--- src/rtl/imem_boot_loader_pkg.sv ---
// imem_boot_loader_pkg: shared state encoding and constants for the boot loader
package imem_boot_loader_pkg;
  typedef enum logic [1:0] {IDLE = 2'd0, RECV = 2'd1, WRITE = 2'd2, DONE = 2'd3} state_t;
  localparam logic [31:0] NOP_INSN = 32'h0000_0013;
  localparam int DEF_NUM_WORDS = 1024;
endpackage

--- src/rtl/imem_boot_loader_byte_word_packer.sv ---
// byte_word_packer: assembles accepted bytes little-endian into a 32-bit word
module byte_word_packer (
  input  logic        clk,
  input  logic        rst_n,
  input  logic        clr,
  input  logic        byte_en,
  input  logic [7:0]  byte_data,
  output logic [31:0] word,
  output logic        word_valid
);
  logic [1:0] k;
  assign word_valid = byte_en && k == 2'd3;
  always_ff @(posedge clk or negedge rst_n)
    if (!rst_n) begin
      k    <= '0;
      word <= '0;
    end else if (clr) k <= '0;
    else if (byte_en) begin
      word[{k, 3'd0} +: 8] <= byte_data;
      k                    <= k + 2'd1;
    end
endmodule

--- src/rtl/imem_boot_loader.sv ---
// imem_boot_loader: fills instruction memory from a byte stream while holding the core
module imem_boot_loader
  import imem_boot_loader_pkg::*;
#(
  parameter int NUM_WORDS = DEF_NUM_WORDS,
  parameter int ADDR_W    = $clog2(NUM_WORDS)
) (
  input  logic              clk,
  input  logic              rst_n,
  input  logic              start,
  input  logic [ADDR_W:0]   word_count,
  input  logic              byte_valid,
  input  logic [7:0]        byte_data,
  output logic              byte_ready,
  output logic              mem_we,
  output logic [31:0]       mem_addr,
  output logic [31:0]       mem_wdata,
  output logic              cpu_hold,
  output logic              load_done,
  output logic [31:0]       checksum
);
  localparam logic [ADDR_W:0] MAX_COUNT = (ADDR_W + 1)'(NUM_WORDS);
  state_t          state, nxt;
  logic [ADDR_W:0] count, idx;
  logic [31:0]     word;
  logic            word_valid, go, hs;
  assign go         = start && (state == IDLE || state == DONE);
  assign hs         = byte_valid && byte_ready;
  assign byte_ready = state == RECV;
  assign mem_we     = state == WRITE;
  assign cpu_hold   = state != DONE;
  assign load_done  = state == DONE;
  assign mem_wdata  = word;
  assign mem_addr   = 32'({idx[ADDR_W-1:0], 2'b00});
  byte_word_packer u_pack (
    .clk       (clk),
    .rst_n     (rst_n),
    .clr       (go),
    .byte_en   (hs),
    .byte_data (byte_data),
    .word      (word),
    .word_valid(word_valid)
  );
  always_ff @(posedge clk or negedge rst_n)
    if (!rst_n) state <= IDLE;
    else state <= nxt;
  // idx is one bit wider than the address so count == NUM_WORDS ends without wrapping
  always_comb begin
    nxt = state;
    nxt = go ? (word_count == '0 ? DONE : RECV) :
          (state == RECV && word_valid) ? WRITE :
          state == WRITE ? (idx + (ADDR_W + 1)'(1) == count ? DONE : RECV) : state;
  end
  always_ff @(posedge clk or negedge rst_n)
    if (!rst_n) begin
      count    <= '0;
      idx      <= '0;
      checksum <= '0;
    end else if (go) begin
      count    <= word_count > MAX_COUNT ? MAX_COUNT : word_count;
      idx      <= '0;
      checksum <= '0;
    end else if (state == WRITE) begin
      idx      <= idx + (ADDR_W + 1)'(1);
      checksum <= checksum + word;
    end
endmodule

--- config.mk ---
export PLATFORM = sky130hd
export DESIGN_NAME = imem_boot_loader
export DESIGN_NICKNAME = d
export VERILOG_FILES = /design/src/rtl/imem_boot_loader_pkg.sv /design/src/rtl/imem_boot_loader_byte_word_packer.sv /design/src/rtl/imem_boot_loader.sv
export SDC_FILE = /design/constraint.sdc
export NUM_CORES = 1
export LEC_CHECK = 0
export ABC_CLOCK_PERIOD_IN_PS = 5600
export BUFFER_PORTS_ARGS = -buffer_cell sky130_fd_sc_hd__buf_2
export CELL_PAD_IN_SITES_DETAIL_PLACEMENT = 1
export CELL_PAD_IN_SITES_GLOBAL_PLACEMENT = 2
export CORE_ASPECT_RATIO = 0.75
export CORE_MARGIN = 4
export CORE_UTILIZATION = 36
export DETAILED_ROUTE_END_ITERATION = 12
export PLACE_DENSITY = 0.86
export SLEW_MARGIN = 20
export SYNTH_ARGS = -nofsm -noshare
export SYNTH_HDL_FRONTEND = slang
export SYNTH_SLANG_ARGS = --single-unit
--- constraint.sdc ---
create_clock -name clk -period 5.6 [get_ports clk]
set_input_delay 1.12 -clock clk [delete_from_list [all_inputs] [get_ports clk]]
set_output_delay 1.12 -clock clk [all_outputs]
set_load 0.03 [all_outputs]
* After elaboration in Yosys (flattened, before gate mapping)
Index checks and enable logic that the tools add are counted.
Storage, ports and cells: register bits 90, latch bits 0, bits in writable memories 0, ROM bits 0, input bits 23, output and inout bits 100, word-level logic and storage cells 44, memories kept 0
Cells by class: add/subtract/negate cells 4, multiply operators 0, div/mod/pow operators 0, order comparisons 1, equal/unequal tests 6, shifts and indexed selects 2, mux-type cells 13, bitwise logic cells 1, reductions and logical operators 11
Operators with widths (count):
- $mux W32 | 2
- $mux W11 | 3
- $add A32 B32 Y32 | 1
- $bwmux W32 | 1
- $shift A8 B7 Y32 const A | 1
- $shiftx A8 B7 Y32 | 1
- $mux W2 | 7
- $add A11 B1 Y11 const B | 1
- $eq A11 B11 Y1 | 1
- $gt A11 B11 Y1 const B | 1
- $logic_not A11 Y1 | 1
- $neg A5 Y7 | 1
- $eq A2 B2 Y1 const B | 3
- $logic_and A1 B1 Y1 | 4
- $reduce_bool A2 Y1 | 2
- $reduce_bool A3 Y1 | 1
- $add A2 B1 Y2 const B | 1
- $eq A2 B1 Y1 const B | 1
- $logic_not A2 Y1 | 1
- $ne A2 B2 Y1 const B | 1
- $reduce_and A2 Y1 | 1
- $logic_or A1 B1 Y1 | 1
- $not A1 Y1 | 1

* Depth between registers and ports, before layout
depth in word-level cells 6, gate-level depth with buffers 9, mapped depth without buffers 9

* By module
Synthesis repeated with hierarchy kept, for this count alone.
Second synthesis, totals: cells, all modules 684, area, all modules 6238.5 um2
By module, submodules not included:
- imem_boot_loader | instances 1, cells each 524, area an instance 4514.3 um2
- byte_word_packer | instances 1, cells each 160, area an instance 1724.2 um2

* Worst setup path after synthesis
No wires, ideal clock.
path type register to register, start point register u_pack.word[0], end point register checksum[28], setup time 69 ps, arrival time 2421 ps, slack 3110 ps, cell stages (with the launch flop) 9, buffers on the path 0, clock period less this slack 2490 ps, cell sequence dfrtp_1 ha_1 fa_1 a21o_1 a31oi_1 nand4b_1 a31oi_1 a2111o_1 nand3_1
Between the ends: longest elaborated chain between the ends 3
Ends and longest elaborated chain:
- start, declared | line imem_boot_loader_byte_word_packer.sv:8 | output logic [31:0] word,
- start signal, assigned by index | line imem_boot_loader_byte_word_packer.sv:19 | word[{k, 3'd0} +: 8] <= byte_data;
- $add A32 B32 Y32 | line imem_boot_loader.sv:65 | checksum <= checksum + word;
- $mux W32 | line imem_boot_loader.sv:63 | end else if (state == WRITE) begin
- $mux W32 | line imem_boot_loader.sv:59 | end else if (go) begin
- end signal, assigned | line imem_boot_loader.sv:65
- end, declared | line imem_boot_loader.sv:20 | output logic [31:0] checksum
Every way passes these cells. The select of a mux whose other input is x is not followed. A chain may end at the register's enable or synchronous reset.

* Worst setup path after layout
start point register u_pack.word[0], end point register checksum[22]
Same word-level chain as after synthesis.

==> impl_results.md <==
- Result of the run: completed
- DRC violation total after the first TritonRoute iteration: 248
- Detailed-route via count: 5446
- Fraction of post-synthesis cell area in the top cell type by area: 37.22%
- Aggregate routed wire length: ~20000 µm
- Hold-critical path depth: 2
- Number of filler cells placed in the layout: 1950
- Worst-case headroom to the max-slew limit: 28.47%
- Post-CTS clock slew at the launch and capture registers of the worst setup and hold paths: approximately 0.06 ns
- Via-per-instance ratio: roughly 5.5
- Number of detailed-routing iterations run before antenna repair: 4
- Number of nets with antenna violations after detailed routing: 0
- Number of rows created at floorplan: 40
- Largest stage delay, worst path: 0.46 ns
- Number of antenna violations at the first check in global routing: 0
- Timing-limited maximum frequency: 349.4 MHz
- Most area-hungry cell type in the Yosys netlist: sky130_fd_sc_hd__dfrtp_1
- Count of placed standard cells in the final layout, fillers left out: 994
- Clock latency on the worst-skew pair: 0.35 ns
- Setup_tns: 0 ns
- Sequential share of the synthesized area: between 30 and 40%
- Num CTS Buffers: 9
- Avg WL per Cell: 19.98 µm
- Flip-flop and latch count after synthesis: 90
- Leading cell type in the layout, fill and taps excluded: sky130_fd_sc_hd__nand2_1
- Cells resized by post-CTS repair: 0
- Capturing element type of the critical path: flip-flop
- Crit Path Max Fanout: 4
- Clock sinks: 90
- Cells taking the most area after synthesis: sky130_fd_sc_hd__dfrtp_1 37%, sky130_fd_sc_hd__ha_1 8.5%, sky130_fd_sc_hd__nand2_1 8.3%
- Ordered cell list for the critical path: ha_1 -> fa_1 -> a21o_1 -> a31oi_1 -> nor2b_1 -> o31ai_4 -> a21oi_1 -> o21a_1 -> o31ai_1
- Leak Pwr: 3.413 nW
- Mean post-synth cell area: 8.619 µm²
- Setup Buffers After CTS: 0
- Max-slew violations: 0
- Die outline height: 120.3 µm
- Final worst path period share: 51.10%
- Number of cells produced by synthesis: 702
- Number of hold buffers added after CTS: 0
- Number of synthesized flops with an enable pin: 0
- Clock tree from TritonCTS: done
- CP Data Required Time: 5.84 ns
- DP Wirelength: 14970 µm
- Count of pins on the block boundary: 123
- Async set or reset register ratio after synthesis: 100.0%
- Endpoint arrival time on the critical path: a little over 3 ns
- Wire length of the first global-routing pass: about 31000 µm
- Horiz. Die Dim: approximately 160 µm
- Placed insts: about 980
- Cell area after placement: 6565 µm²
- Die ar.: 18970 µm²
- Remaining routing DRC violations: 0
- Worst Path Class, Setup: flip-flop to flip-flop
- Max IR drop VDD: 0.2084 mV
- Power density relative to cell area: 404.2 nW/µm²
- Worst-case reg-to-reg path depth: 9
- Post-route clock skew: roughly 0.01 ns
- Number of hold violations in the final report: 0
- Final non-filler cell area: 6848 µm²
- Placeable Area: about 16000 µm²
- Top flip-flop cell by instance count after synthesis: sky130_fd_sc_hd__dfrtp_1
- Number of warning messages in the yosys log: 0
- Min Tclk post-route: approximately 2.9 ns
- Slew of the pin with the lowest slew margin: 1.071 ns
- I/O Buffers: 100
- H-tree levels: 3
- Total inserted antenna cells: 0
- Slowest stage cell, crit path: sky130_fd_sc_hd__a31oi_1
- Final setup fails: 0
- Pin count of the biggest net entering global routing: 55
- Worst-case clock buffer depth: 2
- Combined global-route utilization of all metal layers: approximately a fifth
- Area growth from synthesis to layout: 13.17%
- Placer congestion estimate: 0.8767
- Via count of the first global-routing pass: 5641
- Share of layout cells above drive strength 1: 16.33%
- Commonest cells after routing, fill and taps aside: 133 x sky130_fd_sc_hd__nand2_1, 99 x sky130_fd_sc_hd__buf_2, 90 x sky130_fd_sc_hd__dfrtp_1, 56 x sky130_fd_sc_hd__o21ai_0, 54 x sky130_fd_sc_hd__nor2_1
- Count of different cell masters after synthesis: 63
- Reported max-cap violation count: 0
- Starting density of the core: between 30% and 40%
- Number of nets in the final layout: approximately 840
- Cell chosen for the clock root: sky130_fd_sc_hd__clkbuf_16
- Remaining global-route overflow: 0
- Critical path launch point type: flip-flop
- Path class of the lowest-slack min-delay path: flip-flop to flip-flop
- Netlist area before placement: 6051 µm²
- Power after layout: 2.768 mW
- Unrepaired setup endpoints after global routing: no
[where the power goes]
part	switching [mW]	internal (mW)	leakage, nW
Combinational	0.839	0.370	2.04
Sequential	0.169	0.798	1.23
Clock	0.267	0.325	0.139
Total	1.28	1.49	3.41
[final timing paths]
kind,start,end,slack (ns)
max,u_pack.word[0],checksum[22],2.74
min,count[1],count[1],0.49
max reg2reg,u_pack.word[0],checksum[22],2.74
min reg2reg,count[1],count[1],0.49
max in group asynchronous,rst_n,u_pack.word[28],3.73
min in group asynchronous,rst_n,checksum[30],0.75
[metal layers]
metal  vias to the layer above  track usage [%]  wire, µm  part of all wire (%)
met5                         -                0         0                     0
met4                         0            5.373       229                   1.2
met3                        14            3.542       995                   5.0
met2                       128            32.81      8953                    45
met1                      2740            30.76      9681                    49
li1                       2564                -         -                     -
[final cells by class]
type                       count  area, µm²  share of cell area, %
clock buffer                  12      256.5                  3.746
clock inverter                 4      26.28                 0.3837
inverter                       9      33.78                 0.4933
multi-input combinational    565       3483                  50.87
sequential                    90       2252                  32.89
tap                          210      262.8                  3.837
timing repair buffer         104      533.0                  7.784
[logic make-up (layout without fill, tap and decap cells)]
| group | after synthesis | count (layout) | share of synthesized area [%] |
|---|---|---|---|
| multiplexers | 17 | 17 | 2.833 |
| XOR/XNOR | 46 | 46 | 6.658 |
| adder cells (fa/ha/maj) | 42 | 42 | 8.809 |
| flip-flops | 90 | 90 | 37.22 |
| other | 1 | 22 | 0.06198 |
| AND/OR/NAND/NOR | 272 | 272 | 20.37 |
| buffers and inverters | 68 | 129 | 6.555 |
| AO/OA/AOI/OAI | 166 | 166 | 17.49 |
[cells in the mapped netlist, types with 3 or more instances]
master,count
sky130_fd_sc_hd__o211ai_1,6
sky130_fd_sc_hd__nor4_1,4
sky130_fd_sc_hd__nand2_1,133
sky130_fd_sc_hd__nor3b_1,5
sky130_fd_sc_hd__mux2i_1,16
sky130_fd_sc_hd__inv_1,9
sky130_fd_sc_hd__and3_1,6
sky130_fd_sc_hd__xnor2_1,23
sky130_fd_sc_hd__a211oi_1,5
sky130_fd_sc_hd__a21oi_1,40
sky130_fd_sc_hd__nand3_1,17
sky130_fd_sc_hd__a21o_1,13
sky130_fd_sc_hd__a22o_1,3
sky130_fd_sc_hd__clkbuf_1,15
sky130_fd_sc_hd__o31ai_1,4
sky130_fd_sc_hd__o21ai_0,56
sky130_fd_sc_hd__o21a_1,5
sky130_fd_sc_hd__nand4_1,13
sky130_fd_sc_hd__dfrtp_1,90
sky130_fd_sc_hd__buf_2,4
sky130_fd_sc_hd__ha_1,41
sky130_fd_sc_hd__nand3b_1,9
sky130_fd_sc_hd__o21bai_1,6
sky130_fd_sc_hd__buf_4,32
sky130_fd_sc_hd__buf_1,5
sky130_fd_sc_hd__nand2b_1,3
sky130_fd_sc_hd__a211o_1,3
sky130_fd_sc_hd__and2_1,4
sky130_fd_sc_hd__nor3_1,12
sky130_fd_sc_hd__nor2_1,54
sky130_fd_sc_hd__xor2_1,23
[worst max-delay path, delay by kind of cell (launching register included)]
| kind | cells | cell delay [ns] |
|---|---|---|
| compound gates | 6 | 1.51 |
| fa+ha+maj | 2 | 0.66 |
| flops | 1 | 0.40 |
| simple gates | 1 | 0.18 |
[flip-flops by register name (all words and copies together) (netlist names)]
| signal | count |
|---|---|
| state | 2 |
| checksum | 32 |
| idx | 11 |
| count | 11 |
| u_pack.k | 2 |
| u_pack.word | 32 |
[through the flow]
stage	setup slack, ns	hold WS, ns	util (%)
6_report	2.738	0.4892	42.10
5_1_grt	2.545	0.5225	42.10
4_1_cts	2.730	0.4912	42.10
3_5_place_dp	2.586	0.4769	40.36
3_3_place_gp	2.671	0.4737	40.36
2_1_floorplan	3.110	0.4583	-
No activity file was read; power rests on OpenSTA's default activity.
